===== src/rtl/text_renderer.sv =====
// -----------------------------------------------------------------------------
// text_renderer
//   Renders a text screen (COLS x ROWS character cells) into a serial pixel
//   stream. Each scanline refetches every cell from text RAM, looks up the
//   glyph row in an external combinational ROM, and shifts it out MSB first
//   under a valid/ready handshake.
//
// Ports
//   clk, rst_n            clock (rising edge), async active-low reset
//   start                 frame-start pulse (honoured only when idle)
//   txt_rd, txt_addr      text RAM read strobe / address (row*COLS+col)
//   txt_data              text RAM data, valid the cycle after txt_rd
//   glyph_char, glyph_row glyph ROM lookup (code, scanline within glyph)
//   glyph_bits            ROM row, MSB = leftmost pixel, same-cycle
//   pix_valid/ready/on    pixel stream
//   pix_eol, pix_eof      last pixel of scanline / of frame
//   busy                  frame in progress
//
// Optional build macro
//   TXT_CURSOR_EN         adds cursor_col/cursor_row/cursor_en inputs; the
//                         cursor cell is rendered inverted.
// -----------------------------------------------------------------------------
module text_renderer #(
    parameter int COLS      = 32,
    parameter int ROWS      = 30,
    parameter int GLYPH_W   = 8,
    parameter int GLYPH_H   = 8,
    parameter int CHAR_BITS = 6
) (
    input  logic                            clk,
    input  logic                            rst_n,
    input  logic                            start,
    output logic                            txt_rd,
    output logic [$clog2(COLS*ROWS)-1:0]    txt_addr,
    input  logic [CHAR_BITS-1:0]            txt_data,
    output logic [CHAR_BITS-1:0]            glyph_char,
    output logic [$clog2(GLYPH_H)-1:0]      glyph_row,
    input  logic [GLYPH_W-1:0]              glyph_bits,
`ifdef TXT_CURSOR_EN
    input  logic [$clog2(COLS)-1:0]         cursor_col,
    input  logic [$clog2(ROWS)-1:0]         cursor_row,
    input  logic                            cursor_en,
`endif
    output logic                            pix_valid,
    input  logic                            pix_ready,
    output logic                            pix_on,
    output logic                            pix_eol,
    output logic                            pix_eof,
    output logic                            busy
);
    localparam int AW = $clog2(COLS*ROWS);
    localparam int CW = $clog2(COLS);
    localparam int RW = $clog2(ROWS);
    localparam int SW = $clog2(GLYPH_H);
    localparam int BW = $clog2(GLYPH_W);
    localparam int SPACE = 38;

    typedef enum logic [1:0] {IDLE, FETCH, LOAD, SHIFT} state_t;

    state_t               state_q, state_d;
    logic [CW-1:0]        col_q, col_d;
    logic [RW-1:0]        trow_q, trow_d;   // text row (y / GLYPH_H)
    logic [SW-1:0]        scan_q, scan_d;   // scanline inside glyph (y % GLYPH_H)
    logic [BW-1:0]        bit_q, bit_d;     // pixels of current cell accepted
    logic [GLYPH_W-1:0]   sh_q, sh_d;

    logic accept, last_bit, last_col, last_scan, last_trow;

    assign accept    = (state_q == SHIFT) && pix_ready;
    assign last_bit  = (bit_q == BW'(GLYPH_W-1));
    assign last_col  = (col_q == CW'(COLS-1));
    assign last_scan = (scan_q == SW'(GLYPH_H-1));
    assign last_trow = (trow_q == RW'(ROWS-1));

    // State register
    always_ff @(posedge clk or negedge rst_n) begin
        if (!rst_n) begin
            state_q <= IDLE;
            col_q   <= '0;
            trow_q  <= '0;
            scan_q  <= '0;
            bit_q   <= '0;
            sh_q    <= '0;
        end else begin
            state_q <= state_d;
            col_q   <= col_d;
            trow_q  <= trow_d;
            scan_q  <= scan_d;
            bit_q   <= bit_d;
            sh_q    <= sh_d;
        end
    end

    // Next state
    always_comb begin
        state_d = state_q;
        unique case (state_q)
            IDLE:  if (start) state_d = FETCH;
            FETCH: state_d = LOAD;
            LOAD:  state_d = SHIFT;
            SHIFT: if (accept && last_bit)
                       state_d = (last_col && last_scan && last_trow) ? IDLE : FETCH;
        endcase
    end

    // Counters and shift register. All counters wrap to zero on the final
    // pixel, so the block is back in its reset condition when it goes idle.
    always_comb begin
        col_d  = col_q;
        trow_d = trow_q;
        scan_d = scan_q;
        bit_d  = bit_q;
        sh_d   = sh_q;
        if (state_q == LOAD) begin
            sh_d  = glyph_bits;
            bit_d = '0;
        end
        if (accept) begin
            sh_d  = {sh_q[GLYPH_W-2:0], 1'b0};
            bit_d = bit_q + 1'b1;
            if (last_bit) begin
                bit_d = '0;
                if (last_col) begin
                    col_d = '0;
                    if (last_scan) begin
                        scan_d = '0;
                        trow_d = last_trow ? '0 : trow_q + 1'b1;
                    end else begin
                        scan_d = scan_q + 1'b1;
                    end
                end else begin
                    col_d = col_q + 1'b1;
                end
            end
        end
    end

    // Outputs: everything is gated by state so idle outputs stay at zero
    // regardless of what the RAM/ROM inputs are doing.
    always_comb begin
        txt_rd     = 1'b0;
        txt_addr   = '0;
        glyph_char = '0;
        glyph_row  = '0;
        pix_valid  = 1'b0;
        pix_on     = 1'b0;
        pix_eol    = 1'b0;
        pix_eof    = 1'b0;
        busy       = (state_q != IDLE);
        unique case (state_q)
            IDLE: ;
            FETCH: begin
                txt_rd   = 1'b1;
                txt_addr = AW'(int'(trow_q) * COLS + int'(col_q));
            end
            LOAD: begin
                // Codes beyond the glyph set render as space
                glyph_char = (int'(txt_data) > SPACE) ? CHAR_BITS'(SPACE) : txt_data;
                glyph_row  = scan_q;
            end
            SHIFT: begin
                pix_valid = 1'b1;
`ifdef TXT_CURSOR_EN
                pix_on = sh_q[GLYPH_W-1] ^
                         (cursor_en && (col_q == cursor_col) && (trow_q == cursor_row));
`else
                pix_on = sh_q[GLYPH_W-1];
`endif
                pix_eol = last_bit && last_col;
                pix_eof = last_bit && last_col && last_scan && last_trow;
            end
        endcase
    end
endmodule


===== config.mk =====
export PLATFORM = sky130hd
export DESIGN_NAME = text_renderer
export DESIGN_NICKNAME = d
export VERILOG_FILES = /design/src/rtl/text_renderer.sv
export SDC_FILE = /design/constraint.sdc
export NUM_CORES = 1
export LEC_CHECK = 0
export ABC_CLOCK_PERIOD_IN_PS = 2100
export BUFFER_PORTS_ARGS = -buffer_cell sky130_fd_sc_hd__buf_2
export CORE_UTILIZATION = 52
export DETAILED_ROUTE_END_ITERATION = 8
export PLACE_DENSITY = 0.79
export SETUP_SLACK_MARGIN = 0.15
export SYNTH_ARGS = -nofsm -noshare
export SYNTH_HDL_FRONTEND = slang
export SYNTH_SLANG_ARGS = --single-unit

===== constraint.sdc =====
create_clock -name clk -period 2.1 [get_ports clk]
set_input_delay 0.315 -clock clk [delete_from_list [all_inputs] [get_ports clk]]
set_output_delay 0.315 -clock clk [all_outputs]
set_load 0.02 [all_outputs]

======== Yosys cells after proc, flatten, opt, wreduce, memory -nomap -nowiden ========
Cells that the tools add are included.
word-level totals
  output and inout port bits .............. 25
  memory bits (writable) .................. 0
  register bits ........................... 26
  memories kept ........................... 0
  bits in latches ......................... 0
  logic and storage cells ................. 56
  ROM bits ................................ 0
operators by class
  equal/unequal tests ..................... 9
  shift operators ......................... 0
  div/mod/pow operators ................... 0
  multipliers ............................. 0
  order comparisons ....................... 1
  reduce and logical (&&, ||, !) cells .... 14
  add/sub/neg operators ................... 5
  bitwise logic cells ..................... 0
  muxes and demuxes ....................... 21
operator list
  cell                 number
  $mux 8               2
  $mux 3               5
  $mux 6               2
  $add 10x5->10        1
  $add 5x1->5 const B  2
  $eq 5x5->1 const B   2
  $mux 10              1
  $mux 5               2
  $pmux 2 s4           1
  $logic_and 1x1->1    7
  $add 3x1->3 const B  2
  $eq 3x3->1 const B   2
  $gt 6x6->1 const B   1
  $mux 1               6
  $eq 2x2->1 const B   2
  $mux 2               2
  $reduce_and 2->1     2
  $reduce_and 4->1     1
  $reduce_bool 2->1    2
  $reduce_and 3->1     1
  $eq 2x1->1 const B   1
  $logic_not 2->1      1
  $ne 2x1->1 const B   1
  $ne 2x2->1 const B   1

======== Logic depth before layout (Yosys ltp) ========
  depth after elaboration ................. 6
  depth in mapped cells ................... 7

======== Worst setup path after synthesis ========
OpenSTA, ideal clock, no wires.
  kind .................................... reg2reg
  start point ............................. register col_q[0]
  end point ............................... register trow_q[0]
  data required time ...................... 1.975 ns
  path buffers ............................ 1
  cell stages (with the launch flop) ...... 8
  path slack .............................. 0.309 ns
  setup time .............................. 0.125 ns
  clock period less this slack ............ 1.791 ns
  arrival ................................. 1.666 ns
  cells stage by stage .................... dfrtp_1 -> ha_1 -> and3_1 -> ha_1 -> and4_1 -> buf_4 -> nand2_2 -> mux2_4
between the ends
  longest elaborated chain between the ends .. 2
RTL lines
  what                        RTL line  text
  start, declared             61        logic [CW-1:0] col_q, col_d;
  start signal, assigned      86        col_q <= col_d;
  $eq 5x5->1                  71        assign last_col = (col_q == CW'(COLS-1));
  $reduce_and 4->1 (no line)  n/a
  end signal, assigned        87        trow_q <= trow_d;
  end, declared               62        logic [RW-1:0] trow_q, trow_d;
Every way passes these cells.
A chain may end at the register's enable or synchronous reset.

======== Final worst setup path ========
  start point ............................. register col_q[1]
  end point ............................... output port pix_eof
between the ends
  longest elaborated chain between the ends .. 5
RTL lines
  what                            RTL line  text
  $eq 5x5->1                      71
  $logic_and 1x1->1 (3 in a row)  170       pix_eof = last_bit && last_col && last_scan && last_trow;
  $mux 1                          150       unique case (state_q)
  end, declared                   48        output logic pix_eof,
Every way passes these cells.

==> results.md <==
* Kind of end point of the critical path: primary output
* CTS buffer count at 3
* CTS HTree Levels at 1
* Height of the die at 56.9 µm
* Die Area at approximately 0.0032 mm²
* Max_slew headroom at 60.9%
* Slowest CP cell: dfrtp_1
* Final setup viols at 0
* Post-Syn Nets at 193
* Layout cells sized above 1 at between 30% and 40%
* GRT Overall Usage at approximately a quarter
* Starting Density at 55.8%
* GPL Wtd Cong at about 0.79
* Ports at 43
* RSZ-0062 raised after global routing: true
* Via/cell ratio at 5.60
* Die width at ~57 µm
* PD cells at 965 mW/mm²
* Hold Crit Class: in -> reg
* Worst-path clk slew at 150 ps
* CP peak stage delay at 430 ps
* Pleak at 1.02 nW
* Crit start category: register
* Cell mode on critical path: and3_4
* Syn_area_per_cell at between 9 and 10 µm²
* Fillers at 229
* Crit-path max FO at 2
* Hold Vio Cnt, Final at 0
* Total Routed Length at 3520 µm
* Largest net degree at the start of global routing at 27
* Status: finished, violations left
* Drt first pass iters at 6
* Clock root buffer master: clkbuf_4
* Final non-filler cell total at 243
* Site Rows at 19
* Clk Latency, worst-skew pair at 340 ps
* Vias in the first global route at between 1,000 and 1,500
* Synth Area in Adders at 10.4%
* I/O Buffers at 42
* ANT cells at 0
* Remaining Overflow, GRT at 0
* Dpl ws at 172 ps
* Mapped Cells at 162
* Failing checks: design-rule violations
* Synth warnings at 0
* Peak Freq at about 0.5 GHz
* Core Util, Final at 70.2%
* Synthesis-stage register bit count at 26
* Max_cap viols at 0
* Final slew viol count at 0
* Sequential share of the synthesized area at roughly two fifths
* Post-synthesis mux area share at 8.95%
* Cell Chain, Critical Path: ha_2 -> and3_4 -> ha_4 -> and3_4 -> and3_4 -> buf_6
* DRT antenna net count at 0
* Total Power at approximately 1.9 mW
* Area Growth Syn to Fin at 25.7%
* Post-synth EDFFs at 0
* Slew @ Worst Pin at 586 ps
* Post-synth cell types at 38
* Worst Skew at 6.41 ps
* Placed Cells at 230
* Multi-input gate area at approximately 910 µm²
* Kind of cell adding the most delay to the critical path: simple AND/OR/NAND/NOR gates
* VDD IR-drop max at 0.625 mV
* Synth Flop Type: dfrtp_1
* CTS Buffer Depth at 2
* Setup TNS at 0 ps
* Final period util at 98.0%
* Initial antenna violation count at 0
* Seq. cell area at 651 µm²
* Clk sinks at 26
* Async set-reset flop share out of synthesis at 100%
* Core Box Area at 0.00281 mm²
* Drc violations at 4
* Wirelength per Cell at 14.5 µm
* Vias at approximately 1,400
* CTS tree: yes
* Mapped Area at about 0.0016 mm²
* Kind of critical path: reg -> out
* Post-Synth Simple-Gate Area at 23.1%
* First-pass GRT wire length at 5800 µm
* Post-synthesis xor/xnor area fraction at 0%
* Post-route cell area at 0.00197 mm²
* Req. time, crit path at 1780 ps
* Hold WS at 231 ps
* Post-layout min period at 2060 ps
* Nets at 244
* Synthesized-area fraction occupied by ao, oa, aoi and oai cells at 12.8%
* Crit path buf inv count at 1
* Post-DP HPWL at 2460 µm
* Largest family of logic cells by synthesized area: simple AND/OR/NAND/NOR gates
* Drt initial violations at between 40 and 50
* CP arrival at 1740 ps
* Placed Area at 0.00179 mm²
* Final WS setup at 42.9 ps
tightest hold or removal path, delay by kind of cell:
family	cells	cell delay, ps
simple gates	1	90
buf+inv	1	80
mux	1	60
state kept, by name (all words and copies together) (netlist names):
| name | flops |
|---|---|
| bit_q | 3 |
| sh_q | 8 |
| trow_q | 5 |
| col_q | 5 |
| state_q | 2 |
| scan_q | 3 |
power breakdown:
| part | total (mW) | switching [mW] | internal (mW) | leakage, nW |
|---|---|---|---|---|
| Clock | 0.352 | 0.159 | 0.193 | 0.0279 |
| Sequential | 0.706 | 0.0822 | 0.624 | 0.338 |
| Combinational | 0.842 | 0.470 | 0.372 | 0.649 |
cell usage after synthesis, types with 3 or more instances:
| cell type | number | area (µm²) |
|---|---|---|
| nand2_1 | 22 | 82.6 |
| o21ai_0 | 14 | 70.1 |
| mux2_2 | 4 | 45.0 |
| and2_1 | 14 | 87.6 |
| nor2_1 | 6 | 22.5 |
| inv_1 | 6 | 22.5 |
| dfrtp_1 | 26 | 651 |
| ha_1 | 13 | 163 |
| clkbuf_1 | 3 | 11.3 |
| mux2i_1 | 8 | 80.1 |
| and3_1 | 3 | 18.8 |
| o21a_1 | 3 | 22.5 |
| nor3_1 | 3 | 15.0 |
| nand2b_1 | 4 | 25.0 |
worst paths after layout:
check | depth (start not counted) | from | slack, ps | to
worst max-delay path | 6 | col_q[1] | 40 | pix_eof
worst min-delay path | 3 | glyph_bits[0] | 230 | sh_q[0]
worst max register to register | 7 | col_q[1] | 210 | trow_q[0]
worst min register to register | 2 | sh_q[0] | 510 | sh_q[1]
max in group asynchronous | 2 | rst_n | 1230 | sh_q[0]
min in group asynchronous | 2 | rst_n | 480 | col_q[3]
layer usage:
metal | share of wire, % | GRT usage (%)
met5 | 0 | 0
met4 | 1.7 | 10.5
met3 | 2.3 | 3.92
met2 | 55 | 43.2
met1 | 41 | 25.8
timing repair:
action | 4_1_cts | 5_1_grt
setup buffers | 5 | 3
endpoints found under the setup margin | 11 | 16
gates resized for setup | 11 | 2
endpoints found under the hold margin | 26 | 0
gates cloned | 0 | 0
hold buffers | 1 | 0
pin swaps | 1 | 0
cells in the final DEF, fill, tap and decap left out, types with 3 or more instances in the layout:
cell type / count
nand2b_1: 4
and2_1: 14
and3_4: 3
nand2_1: 22
mux2_2: 4
nor3_1: 3
mux2i_1: 8
buf_4: 9
ha_1: 7
o21ai_0: 14
buf_2: 41
nor2_1: 6
dfrtp_1: 26
clkbuf_4: 3
o21a_1: 3
inv_1: 6
ha_2: 5
cells by family after synthesis:
| group | Yosys count |
|---|---|
| simple gates | 67 |
| compound gates | 31 |
| flops | 26 |
| mux | 13 |
| fa+ha+maj | 13 |
| buf+inv | 12 |
layout make-up:
| type | instances | share of cell area, % |
|---|---|---|
| clock buffers | 3 | 1.14 |
| clock inverters | 1 | 1.52 |
| flip-flops and latches | 26 | 33.0 |
| multi-input cells | 124 | 46.3 |
| repair buffers | 52 | 14.9 |
| well taps | 31 | 1.97 |
| inverters | 6 | 1.14 |
Power figures use the tool's default switching activity.
